[src/rtl/axi_lite_pkg.sv]
// Shared types for the two-requester AXI4-Lite arbiter: response codes, owner and FSM state.
package axi_lite_pkg;

  localparam logic [1:0] RespOkay   = 2'b00;
  localparam logic [1:0] RespExokay = 2'b01;
  localparam logic [1:0] RespSlverr = 2'b10;
  localparam logic [1:0] RespDecerr = 2'b11;

  typedef enum logic {
    OwnIf,
    OwnDm
  } owner_e;

  typedef enum logic [2:0] {
    StIdle,
    StRdAr,
    StRdR,
    StWrAww,
    StWrB,
    StRsp
  } state_e;

endpackage

[src/rtl/axi_lite_arbiter_if.sv]
// AXI4-Lite master-side channel bundle; master modport faces the arbiter, slave the memory side.
interface axi_lite_arbiter_if #(
  parameter int unsigned ADDR_W = 32,
  parameter int unsigned DATA_W = 32
);

  logic [ADDR_W-1:0]   axi_awaddr;
  logic                axi_awvalid;
  logic [2:0]          axi_awprot;
  logic                axi_awready;
  logic [DATA_W-1:0]   axi_wdata;
  logic [DATA_W/8-1:0] axi_wstrb;
  logic                axi_wvalid;
  logic                axi_wready;
  logic [1:0]          axi_bresp;
  logic                axi_bvalid;
  logic                axi_bready;
  logic [ADDR_W-1:0]   axi_araddr;
  logic                axi_arvalid;
  logic [2:0]          axi_arprot;
  logic                axi_arready;
  logic [DATA_W-1:0]   axi_rdata;
  logic [1:0]          axi_rresp;
  logic                axi_rvalid;
  logic                axi_rready;

  modport master (
    output axi_awaddr, axi_awvalid, axi_awprot, axi_wdata, axi_wstrb, axi_wvalid, axi_bready,
    output axi_araddr, axi_arvalid, axi_arprot, axi_rready,
    input  axi_awready, axi_wready, axi_bresp, axi_bvalid, axi_arready, axi_rdata, axi_rresp,
    input  axi_rvalid
  );

  modport slave (
    input  axi_awaddr, axi_awvalid, axi_awprot, axi_wdata, axi_wstrb, axi_wvalid, axi_bready,
    input  axi_araddr, axi_arvalid, axi_arprot, axi_rready,
    output axi_awready, axi_wready, axi_bresp, axi_bvalid, axi_arready, axi_rdata, axi_rresp,
    output axi_rvalid
  );

endinterface

[src/rtl/axi_lite_arbiter_rr_arbiter2.sv]
// Two-input round-robin arbiter; on a tie the requester that did not win last time is granted.
module rr_arbiter2
  import axi_lite_pkg::*;
(
  input  logic   clk,
  input  logic   rst_n,
  input  logic   en_i,
  input  logic   if_req_i,
  input  logic   dm_req_i,
  output logic   if_gnt_o,
  output logic   dm_gnt_o,
  output owner_e owner_o
);

  owner_e last_q;

  always_comb begin
    if_gnt_o = 1'b0;
    dm_gnt_o = 1'b0;
    owner_o  = OwnIf;
    if (en_i) begin
      if (if_req_i && (!dm_req_i || last_q == OwnDm)) begin
        if_gnt_o = 1'b1;
      end else if (dm_req_i) begin
        dm_gnt_o = 1'b1;
        owner_o  = OwnDm;
      end
    end
  end

  // Resetting to DM makes fetch win the first tie.
  always_ff @(posedge clk) begin
    if (!rst_n) begin
      last_q <= OwnDm;
    end else if (if_gnt_o) begin
      last_q <= OwnIf;
    end else if (dm_gnt_o) begin
      last_q <= OwnDm;
    end
  end

endmodule

[src/rtl/axi_lite_arbiter.sv]
// Shares one AXI4-Lite master port between fetch (read-only) and data (read/write) requesters,
// one transaction at a time.
module axi_lite_arbiter
  import axi_lite_pkg::*;
#(
  parameter int unsigned ADDR_W  = 32,
  parameter int unsigned DATA_W  = 32,
  parameter logic [2:0]  IF_PROT = 3'b100,
  parameter logic [2:0]  DM_PROT = 3'b000
) (
  input  logic                clk,
  input  logic                rst_n,
  input  logic                if_req,
  input  logic [ADDR_W-1:0]   if_addr,
  output logic                if_gnt,
  output logic                if_rsp_valid,
  output logic [DATA_W-1:0]   if_rdata,
  output logic                if_rsp_err,
  input  logic                dm_req,
  input  logic                dm_we,
  input  logic [ADDR_W-1:0]   dm_addr,
  input  logic [DATA_W-1:0]   dm_wdata,
  input  logic [DATA_W/8-1:0] dm_wstrb,
  output logic                dm_gnt,
  output logic                dm_rsp_valid,
  output logic [DATA_W-1:0]   dm_rdata,
  output logic                dm_rsp_err,
  output logic                axi_error,
  axi_lite_arbiter_if.master  axi
);

  localparam int unsigned STRB_W = DATA_W / 8;

  state_e              state_q, state_d;
  owner_e              owner_q, arb_owner;
  logic [ADDR_W-1:0]   addr_q;
  logic [DATA_W-1:0]   wdata_q;
  logic [STRB_W-1:0]   wstrb_q;
  logic [2:0]          prot_q;
  logic                aw_done_q, aw_done_d;
  logic                w_done_q, w_done_d;
  logic [DATA_W-1:0]   if_rdata_q, dm_rdata_q;
  logic                if_err_q, dm_err_q;
  logic                axi_error_q;
  logic                any_gnt, aw_hs, w_hs, r_capture, b_capture;

  rr_arbiter2 u_rr (
    .clk      (clk),
    .rst_n    (rst_n),
    .en_i     ((state_q == StIdle) && rst_n),
    .if_req_i (if_req),
    .dm_req_i (dm_req),
    .if_gnt_o (if_gnt),
    .dm_gnt_o (dm_gnt),
    .owner_o  (arb_owner)
  );

  assign any_gnt = if_gnt | dm_gnt;

  // Every valid/ready is a decode of registered state, so no ready feeds a valid combinationally.
  assign axi.axi_arvalid = (state_q == StRdAr);
  assign axi.axi_rready  = (state_q == StRdR);
  assign axi.axi_awvalid = (state_q == StWrAww) && !aw_done_q;
  assign axi.axi_wvalid  = (state_q == StWrAww) && !w_done_q;
  assign axi.axi_bready  = (state_q == StWrB);
  assign axi.axi_araddr  = addr_q;
  assign axi.axi_awaddr  = addr_q;
  assign axi.axi_arprot  = prot_q;
  assign axi.axi_awprot  = prot_q;
  assign axi.axi_wdata   = wdata_q;
  assign axi.axi_wstrb   = wstrb_q;

  assign aw_hs     = axi.axi_awvalid && axi.axi_awready;
  assign w_hs      = axi.axi_wvalid && axi.axi_wready;
  assign r_capture = (state_q == StRdR) && axi.axi_rvalid;
  assign b_capture = (state_q == StWrB) && axi.axi_bvalid;

  assign if_rsp_valid = (state_q == StRsp) && (owner_q == OwnIf);
  assign dm_rsp_valid = (state_q == StRsp) && (owner_q == OwnDm);
  assign if_rdata     = if_rdata_q;
  assign if_rsp_err   = if_err_q;
  assign dm_rdata     = dm_rdata_q;
  assign dm_rsp_err   = dm_err_q;
  assign axi_error    = axi_error_q;

  always_comb begin
    state_d   = state_q;
    aw_done_d = aw_done_q;
    w_done_d  = w_done_q;
    case (state_q)
      StIdle: begin
        if (any_gnt) begin
          state_d   = (dm_gnt && dm_we) ? StWrAww : StRdAr;
          aw_done_d = 1'b0;
          w_done_d  = 1'b0;
        end
      end
      StRdAr:  if (axi.axi_arready) state_d = StRdR;
      StRdR:   if (axi.axi_rvalid) state_d = StRsp;
      StWrAww: begin
        if (aw_hs) aw_done_d = 1'b1;
        if (w_hs)  w_done_d  = 1'b1;
        if (aw_done_d && w_done_d) state_d = StWrB;
      end
      StWrB:   if (axi.axi_bvalid) state_d = StRsp;
      StRsp:   state_d = StIdle;
      default: state_d = StIdle;
    endcase
  end

  always_ff @(posedge clk) begin
    if (!rst_n) begin
      state_q     <= StIdle;
      owner_q     <= OwnDm;
      addr_q      <= '0;
      wdata_q     <= '0;
      wstrb_q     <= '0;
      prot_q      <= '0;
      aw_done_q   <= 1'b0;
      w_done_q    <= 1'b0;
      if_rdata_q  <= '0;
      if_err_q    <= 1'b0;
      dm_rdata_q  <= '0;
      dm_err_q    <= 1'b0;
      axi_error_q <= 1'b0;
    end else begin
      state_q   <= state_d;
      aw_done_q <= aw_done_d;
      w_done_q  <= w_done_d;
      if (any_gnt) begin
        owner_q <= arb_owner;
        addr_q  <= dm_gnt ? dm_addr : if_addr;
        wdata_q <= dm_gnt ? dm_wdata : '0;
        wstrb_q <= dm_gnt ? dm_wstrb : '0;
        prot_q  <= dm_gnt ? DM_PROT : IF_PROT;
      end
      // Requester outputs load at the edge that enters RSP and then hold until the next response.
      if (r_capture) begin
        if (owner_q == OwnIf) begin
          if_rdata_q <= axi.axi_rdata;
          if_err_q   <= (axi.axi_rresp != RespOkay);
        end else begin
          dm_rdata_q <= axi.axi_rdata;
          dm_err_q   <= (axi.axi_rresp != RespOkay);
        end
        if (axi.axi_rresp != RespOkay) axi_error_q <= 1'b1;
      end
      if (b_capture) begin
        dm_rdata_q <= '0;
        dm_err_q   <= (axi.axi_bresp != RespOkay);
        if (axi.axi_bresp != RespOkay) axi_error_q <= 1'b1;
      end
    end
  end

endmodule

[src/flat_wrapper.sv]
// flat-port wrapper written by rule: the top's interface ports become plain ports
module axi_lite_arbiter_flat import axi_lite_pkg::*;
#(
  parameter int unsigned ADDR_W  = 32,
  parameter int unsigned DATA_W  = 32,
  parameter logic [2:0]  IF_PROT = 3'b100,
  parameter logic [2:0]  DM_PROT = 3'b000
)
  (clk, rst_n, if_req, if_addr, if_gnt, if_rsp_valid, if_rdata, if_rsp_err, dm_req, dm_we, dm_addr, dm_wdata, dm_wstrb, dm_gnt, dm_rsp_valid, dm_rdata, dm_rsp_err, axi_error, axi_axi_awaddr, axi_axi_awvalid, axi_axi_awprot, axi_axi_wdata, axi_axi_wstrb, axi_axi_wvalid, axi_axi_bready, axi_axi_araddr, axi_axi_arvalid, axi_axi_arprot, axi_axi_rready, axi_axi_awready, axi_axi_wready, axi_axi_bresp, axi_axi_bvalid, axi_axi_arready, axi_axi_rdata, axi_axi_rresp, axi_axi_rvalid);
  axi_lite_arbiter_if #(.ADDR_W(ADDR_W), .DATA_W(DATA_W)) axi_i ();
  input  logic clk;
  input  logic rst_n;
  input  logic if_req;
  input  logic [ADDR_W-1:0] if_addr;
  output logic if_gnt;
  output logic if_rsp_valid;
  output logic [DATA_W-1:0] if_rdata;
  output logic if_rsp_err;
  input  logic dm_req;
  input  logic dm_we;
  input  logic [ADDR_W-1:0] dm_addr;
  input  logic [DATA_W-1:0] dm_wdata;
  input  logic [DATA_W/8-1:0] dm_wstrb;
  output logic dm_gnt;
  output logic dm_rsp_valid;
  output logic [DATA_W-1:0] dm_rdata;
  output logic dm_rsp_err;
  output logic axi_error;
  output wire logic [$bits(axi_i.axi_awaddr)-1:0] axi_axi_awaddr;
  output wire logic [$bits(axi_i.axi_awvalid)-1:0] axi_axi_awvalid;
  output wire logic [$bits(axi_i.axi_awprot)-1:0] axi_axi_awprot;
  output wire logic [$bits(axi_i.axi_wdata)-1:0] axi_axi_wdata;
  output wire logic [$bits(axi_i.axi_wstrb)-1:0] axi_axi_wstrb;
  output wire logic [$bits(axi_i.axi_wvalid)-1:0] axi_axi_wvalid;
  output wire logic [$bits(axi_i.axi_bready)-1:0] axi_axi_bready;
  output wire logic [$bits(axi_i.axi_araddr)-1:0] axi_axi_araddr;
  output wire logic [$bits(axi_i.axi_arvalid)-1:0] axi_axi_arvalid;
  output wire logic [$bits(axi_i.axi_arprot)-1:0] axi_axi_arprot;
  output wire logic [$bits(axi_i.axi_rready)-1:0] axi_axi_rready;
  input wire logic [$bits(axi_i.axi_awready)-1:0] axi_axi_awready;
  input wire logic [$bits(axi_i.axi_wready)-1:0] axi_axi_wready;
  input wire logic [$bits(axi_i.axi_bresp)-1:0] axi_axi_bresp;
  input wire logic [$bits(axi_i.axi_bvalid)-1:0] axi_axi_bvalid;
  input wire logic [$bits(axi_i.axi_arready)-1:0] axi_axi_arready;
  input wire logic [$bits(axi_i.axi_rdata)-1:0] axi_axi_rdata;
  input wire logic [$bits(axi_i.axi_rresp)-1:0] axi_axi_rresp;
  input wire logic [$bits(axi_i.axi_rvalid)-1:0] axi_axi_rvalid;
  assign axi_axi_awaddr = axi_i.axi_awaddr;
  assign axi_axi_awvalid = axi_i.axi_awvalid;
  assign axi_axi_awprot = axi_i.axi_awprot;
  assign axi_axi_wdata = axi_i.axi_wdata;
  assign axi_axi_wstrb = axi_i.axi_wstrb;
  assign axi_axi_wvalid = axi_i.axi_wvalid;
  assign axi_axi_bready = axi_i.axi_bready;
  assign axi_axi_araddr = axi_i.axi_araddr;
  assign axi_axi_arvalid = axi_i.axi_arvalid;
  assign axi_axi_arprot = axi_i.axi_arprot;
  assign axi_axi_rready = axi_i.axi_rready;
  assign axi_i.axi_awready = axi_axi_awready;
  assign axi_i.axi_wready = axi_axi_wready;
  assign axi_i.axi_bresp = axi_axi_bresp;
  assign axi_i.axi_bvalid = axi_axi_bvalid;
  assign axi_i.axi_arready = axi_axi_arready;
  assign axi_i.axi_rdata = axi_axi_rdata;
  assign axi_i.axi_rresp = axi_axi_rresp;
  assign axi_i.axi_rvalid = axi_axi_rvalid;
  axi_lite_arbiter #(.ADDR_W(ADDR_W), .DATA_W(DATA_W), .IF_PROT(IF_PROT), .DM_PROT(DM_PROT)) u_core (.clk(clk), .rst_n(rst_n), .if_req(if_req), .if_addr(if_addr), .if_gnt(if_gnt), .if_rsp_valid(if_rsp_valid), .if_rdata(if_rdata), .if_rsp_err(if_rsp_err), .dm_req(dm_req), .dm_we(dm_we), .dm_addr(dm_addr), .dm_wdata(dm_wdata), .dm_wstrb(dm_wstrb), .dm_gnt(dm_gnt), .dm_rsp_valid(dm_rsp_valid), .dm_rdata(dm_rdata), .dm_rsp_err(dm_rsp_err), .axi_error(axi_error), .axi(axi_i));
endmodule
[config.mk]
export PLATFORM = sky130hd
export DESIGN_NAME = axi_lite_arbiter_flat
export DESIGN_NICKNAME = d
export VERILOG_FILES = /design/src/rtl/axi_lite_pkg.sv /design/src/rtl/axi_lite_arbiter_if.sv /design/src/rtl/axi_lite_arbiter_rr_arbiter2.sv /design/src/rtl/axi_lite_arbiter.sv /design/src/flat_wrapper.sv
export SDC_FILE = /design/constraint.sdc
export NUM_CORES = 1
export LEC_CHECK = 0
export ABC_AREA = 1
export BUFFER_PORTS_ARGS = -buffer_cell sky130_fd_sc_hd__buf_2
export CAP_MARGIN = 20
export CORE_AREA = 2 2 128 130
export CTS_CLUSTER_DIAMETER = 200
export DETAILED_ROUTE_END_ITERATION = 6
export DIE_AREA = 0 0 130 132
export GPL_ROUTABILITY_DRIVEN = 0
export PLACE_DENSITY = 0.72
export SLEW_MARGIN = 5
export SYNTH_ARGS = -nofsm -noshare
export SYNTH_HDL_FRONTEND = slang
export SYNTH_SLANG_ARGS = --single-unit
[constraint.sdc]
create_clock -name clk -period 2.6 [get_ports clk]
set_clock_uncertainty 0.15 [all_clocks]
set_input_delay 0.13 -clock clk [delete_from_list [all_inputs] [get_ports clk]]
set_output_delay 0.13 -clock clk [all_outputs]
set_load 0.02 [all_outputs]
# Word level (Yosys, flattened, before mapping)
# Cells that the tools add are included.
# word_totals
word_cells,88
in_bits,146
reg_bits,145
output_inout_bits,182
# op_classes
bitwise_logic,3
eq_ne,10
n_reduce_logical,29
n_mux,32
# ops
cell,n
$mux W32,2
$mux W1,19
$mux W3,6
$pmux W3 S5,1
$logic_and A1 B1 Y1,12
$reduce_bool A2 Y1,6
$ne A2 B1 Y1 const B,4
$reduce_and A2 Y1,4
$eq A3 B2 Y1 const B,2
$eq A3 B3 Y1 const B,2
$reduce_and A5 Y1,1
$mux W4,1
$pmux W1 S2,2
$eq A3 B1 Y1 const B,1
$logic_not A1 Y1,3
$logic_not A3 Y1,1
$mux W2,1
$ne A2 B2 Y1 const B,1
$not A1 Y1,2
$reduce_or A2 Y1,1
$logic_or A1 B1 Y1,1
$or A1 B1 Y1,1

# Longest topological paths before layout
# depth
word_depth,9
ltp_mapped,11

# Cells and area by module
# A second synthesis with hierarchy kept.
# hier_totals
hier_cells,821
area_unflattened_um2,5965.7
# by_module_without_submodules
mod,n_inst,cells_per_inst,area_per_inst_um2,seq_area_each_um2
axi_lite_arbiter,1,810,5894.4,2842.7
rr_arbiter2,1,11,71.3,20.0

# Least setup slack after synthesis
# OpenSTA, ideal clock, no wires.
# synth_timing
path_kind,register to register
from,register u_core.state_q[0]
to,"register u_core.dm_rdata_q[10], in the netlist u_core.dm_rdata[10]"
stages_incl_launch_ff,8
synth_period_minus_slack_ns,1.576
setup_slack_ns,1.024
t_arrival_ns,1.293
t_required_ns,2.318
cell_sequence,dfxtp_1 -> inv_1 -> nand3_1 -> inv_1 -> nand2_1 -> nand2_1 -> clkbuf_1 -> a21oi_1
# synth_via
elab_chain_cells,3
elab_cells_between_ends,6
cone_classes,eq/ne (2); reduce/logical (4)
# synth_lines
item,line_no,rtl
"start, declared",axi_lite_arbiter.sv:34,"state_e state_q, state_d;"
"start signal, assigned",axi_lite_arbiter.sv:113,state_q <= StIdle;
"start signal, assigned",axi_lite_arbiter.sv:127,state_q <= state_d;
$eq A3 B3 Y1,n/a,
via axi_axi_bready,flat_wrapper.sv:35,output wire logic [$bits(axi_i.axi_bready)-1:0] axi_axi_bready;
$logic_and A1 B1 Y1,axi_lite_arbiter.sv:76,assign b_capture = (state_q == StWrB) && axi.axi_bvalid;
$reduce_or A2 Y1 (no source line),n/a,
"end signal, assigned",axi_lite_arbiter.sv:143,dm_rdata_q <= axi.axi_rdata;
"end, declared",axi_lite_arbiter.sv:42,"logic [DATA_W-1:0] if_rdata_q, dm_rdata_q;"
# The timed path passes the listed nets, and every way through them passes these cells.
# A chain may end at the register's enable or synchronous reset.

# Worst setup path after layout
# layout_timing
from,register u_core.state_q[2]
to,"register u_core.addr_q[26], in the netlist u_core.axi.axi_araddr[26]"
# layout_via
elab_chain_cells,4
elab_cells_between_ends,6
cone_classes,mux (3); bitwise (1); reduce/logical (2)
# layout_lines
item,line_no,rtl
$logic_not A3 Y1 *,axi_lite_arbiter.sv:50,".en_i ((state_q == StIdle) && rst_n),"
$logic_and A1 B1 Y1 *,axi_lite_arbiter.sv:50,
$mux W1,axi_lite_arbiter_rr_arbiter2.sv:21,if (en_i) begin
$mux W32 / $or A1 B1 Y1 (equally long branches),"axi_lite_arbiter.sv:132, axi_lite_arbiter.sv:58",
"end signal, assigned",axi_lite_arbiter.sv:132,addr_q <= dm_gnt ? dm_addr : if_addr;
"end, declared",axi_lite_arbiter.sv:36,logic [ADDR_W-1:0] addr_q;
# Every way passes the cells marked *; elsewhere a longest branch is shown, timed or not.

==> summary.md <==
| Metric | Value |
|---|---|
| Post-synthesis register bit count | ~140 |
| Die Y | around 130 um |
| Fmax achieved | slightly above 400 MHz |
| Library cells used by synthesis | 22 |
| Fin. max-slew vios | 0 |
| Worst setup EP type | register |
| Worst setup SP type | register |
| Core box area | 15700 sq um |
| Worst-margin pin slew | around 1100 ps |
| CP max stage cell | dlygate4sd3_1 |
| Share of cells above drive strength 1 | 32.4% |
| Hold endpoint | u_core.if_rsp_err$_SDFFE_PN0P_ |
| Synth top area share | around half |
| Dpl hpwl | 13300 um |
| M1 GR Usage | 27.2% |
| Grt peak-use layer | met2 |
| Leakage power | around 4.3 nW |
| Area leader, netlist | dfxtp_1 |
| Reg-to-Reg Start | u_core.state_q[2]$_SDFFE_PN0P_ |
| Initial core utilization | 36.6% |
| Top cells by area, synth | dfxtp_1, nand2_1, a21oi_1 |
| Routed wire length | between 20000 and 25000 um |
| Worst r2r dst | u_core.axi.axi_araddr[26]$_SDFFE_PN0P_ |
| Number of nets in the layout | 1317 |
| Critical Path AT | between 2000 and 3000 ps |
| Initial antenna violation count | 2 |
| Mapped Cells | between 700 and 800 |
| Setup TNS | 0 ps |
| Sequential area share after synthesis | around 50% |
| Crit-path max cell delay | between 600 and 700 ps |
| Min-Delay Path Depth | 5 |
| Crit path cell chain | nor2_4 -> nand2_2 -> nor2_4 -> nand2_1 -> inv_6 -> nand2_1 -> a31oi_1 -> dlygate4sd3_1 |
| Port Buf Inserts | around 320 |
| R2R depth | 8 |
| Die width | about 130 um |
| Vias per inst | ~4.9 |
| Tightest Hold Check Type | in -> reg |
| First drt pass iteration count | 5 |
| Worst IR Drop VDD | about 0.47 mV |
| Final setup viols | 0 |
| Hold_sp | axi_axi_rresp[0] |
| CP max FO | 34 |
| Vias in the first global route | about 6600 |
| Dpl cells | around 1200 |
| CTS tree | yes |
| Worst R2R Setup Slack | roughly 160 ps |
| Largest net degree at the start of global routing | around 100 |
| Crit share post-route | about 94% |
| Top Family by Delay on Critical Path | buffers and inverters |
| Total track usage | approximately a quarter |
| Power Dens Cells | about 730 nW/um^2 |
| Fin crit period | between 2000 and 2500 ps |
| Finished Layout Cells | roughly 1400 |
| CP bufs+invs | 2 |
| Type of the worst setup path | reg -> reg |
| Area grow syn2layout | 60.6% |
| Clock H-tree levels | 4 |
| First-pass GRT wire length | about 32000 um |
| Grt met2 use | between 40 and 50% |
| Final Hold Vio Count | 0 |
| Status | finished clean |
| Num CTS Buffers | 17 |
| Area of the mapped netlist | 5750 sq um |
| Fin area | about 9000 sq um |
| Mean post-synth cell area | between 7 and 8 sq um |
| GR Overflow Total | 0 |
| Synth warn | 0 |
| Ports | 328 |
| Max-cap violation count | 0 |
| Fillers | between 1000 and 1500 |
| Row count | 46 |
| DR DRC count | 0 |
| Root buffer cell | clkbuf_16 |
| Met3 Track Usage GR | a little over 6% |
| CP Data Required Time | between 2000 and 3000 ps |
| Reg clk slew, reported paths | approximately 60 ps |
| Antenna-violating nets left | 0 |
| Total die area | ~17000 sq um |
| RSZ-0062 raised after global routing | false |
| Worst-skew pair later-pin latency | slightly above 400 ps |
| Maximum buffer depth of the clock tree | 2 |
| DR WL/cell | between 15 and 20 um |
| TritonCTS Sinks | roughly 140 |
| DP Area | just over 7000 sq um |
| Vias | roughly 7000 |
| Max-slew headroom | approximately a quarter |
| Initial DRC count | about 330 |
==> power breakdown <==
part	switching, mW	internal (mW)
Clock	0.978	1.34
Sequential	0.157	2.38
Combinational	1.18	0.716
Total	2.32	4.44
==> registers in the layout, indices dropped and copies added, names as in the netlist <==
signal,count
u_core.axi.axi_araddr,32
u_core.axi.axi_wdata,32
u_core.dm_rdata,32
u_core.if_rdata,32
u_core.axi.axi_wstrb,4
u_core.state_q,3
u_core.aw_done_q,1
u_core.axi.axi_arprot,1
u_core.axi_error,1
u_core.dm_rsp_err,1
u_core.if_rsp_err,1
u_core.owner_q,1
u_core.u_rr.last_q,1
u_core.w_done_q,1
==> logic make-up (layout without fill, tap and decap cells) <==
kind of cell	count (synthesis)	count (layout)	share of synthesized area, %
other	1	6	0.0652
AO/OA/AOI/OAI	146	147	13.5
buffers and inverters	113	535	11.5
flip-flops	143	143	49.8
AND/OR/NAND/NOR	354	355	25.1
==> cells in the final DEF (no fill, tap or decap) <==
cell / count
clkinv_4: 1
a21oi_2: 1
inv_1: 18
dlygate4sd3_1: 140
inv_2: 1
nor2_4: 3
clkbuf_16: 17
clkinv_2: 6
o21ai_2: 1
buf_12: 2
o21ai_4: 1
a31oi_1: 32
nand4_1: 2
buf_2: 323
dfxtp_1: 143
clkbuf_8: 1
clkbuf_1: 1
nor2_2: 1
conb_1: 4
inv_6: 5
bufinv_16: 1
a21oi_1: 103
buf_4: 14
buf_6: 1
o211ai_1: 1
nor2_1: 17
nand2_1: 260
clkinv_1: 1
nand3_1: 69
nor3_1: 1
diode_2: 2
clkinvlp_4: 3
o21ai_0: 8
nand2_2: 2
==> worst min-delay path, delay by kind of cell <==
kind | cells | cell delay (ps)
AO/OA/AOI/OAI | 1 | 130
buffers and inverters | 2 | 170
AND/OR/NAND/NOR | 2 | 130
==> routing by layer <==
metal  wire [um]  vias to the layer above
met2       10600                      354
met3        1700                       55
li1            -                     3281
met5           0                        -
met1        8500                     3120
met4         755                        0
==> synth_stat cells (all sizes together) <==
master and n:
nand2 262, nand4 2, a21oi 104, o21ai 9
inv 22, nand3 69, clkinv 1, o211ai 1
dfxtp 143, a31oi 32, nor3 1, conb 1
clkbuf 19, nor2 20, buf 71
==> stage by stage <==
| step | util [%] | power (mW) | hold WS [ps] | setup slack, ps |
|---|---|---|---|---|
| 5_1_grt | 58.8 | 7.06 | 48.6 | 24.4 |
| 4_1_cts | 58.4 | 6.73 | 13.2 | 93.9 |
| 3_5_place_dp | 45.9 | 4.18 | 234 | 668 |
| 2_1_floorplan | - | 3.72 | 123 | 1020 |
| 3_3_place_gp | 45.9 | 4.17 | 229 | 695 |
| 6_report | 58.8 | 6.76 | 33.4 | 155 |
==> worst max-delay path by stage <==
| stage | start | endpoint | depth (start not counted) |
|---|---|---|---|
| finish | u_core.state_q[2]$_SDFFE_PN0P_ | u_core.axi.axi_araddr[26]$_SDFFE_PN0P_ | 8 |
| global route | u_core.state_q[0]$_SDFFE_PN0P_ | u_core.dm_rsp_err$_SDFFE_PN0P_ | 7 |
| global placement | u_core.state_q[2]$_SDFFE_PN0P_ | u_core.axi.axi_araddr[5]$_SDFFE_PN0P_ | 8 |
| CTS | if_req | u_core.axi.axi_araddr[7]$_SDFFE_PN0P_ | 9 |
| detailed placement | u_core.state_q[2]$_SDFFE_PN0P_ | u_core.axi.axi_araddr[5]$_SDFFE_PN0P_ | 8 |
| floorplan | u_core.state_q[0]$_SDFFE_PN0P_ | u_core.dm_rdata[10]$_SDFFE_PP0P_ | 7 |
==> final cells by class <==
type | instances | area [sq um] | area share [%]
inverters | 23 | 97.6 | 1.06
clock inverters | 13 | 113 | 1.22
diodes | 2 | 5.00 | 0.0542
well taps | 216 | 270 | 2.93
flip-flops and latches | 143 | 2860 | 31.0
clock buffers | 19 | 443 | 4.80
multi-input cells | 506 | 2270 | 24.6
repair buffers | 480 | 3170 | 34.4
==> what timing repair did <==
| item | 4_1_cts | 5_1_grt |
|---|---|---|
| resized for setup | 0 | 8 |
| hold buffers | 140 | 0 |
| buffers inserted | 0 | 3 |
| endpoints found under the hold margin | 142 | 0 |
| setup endpoints to repair | 0 | 24 |
(Power assumes the default switching activity.)
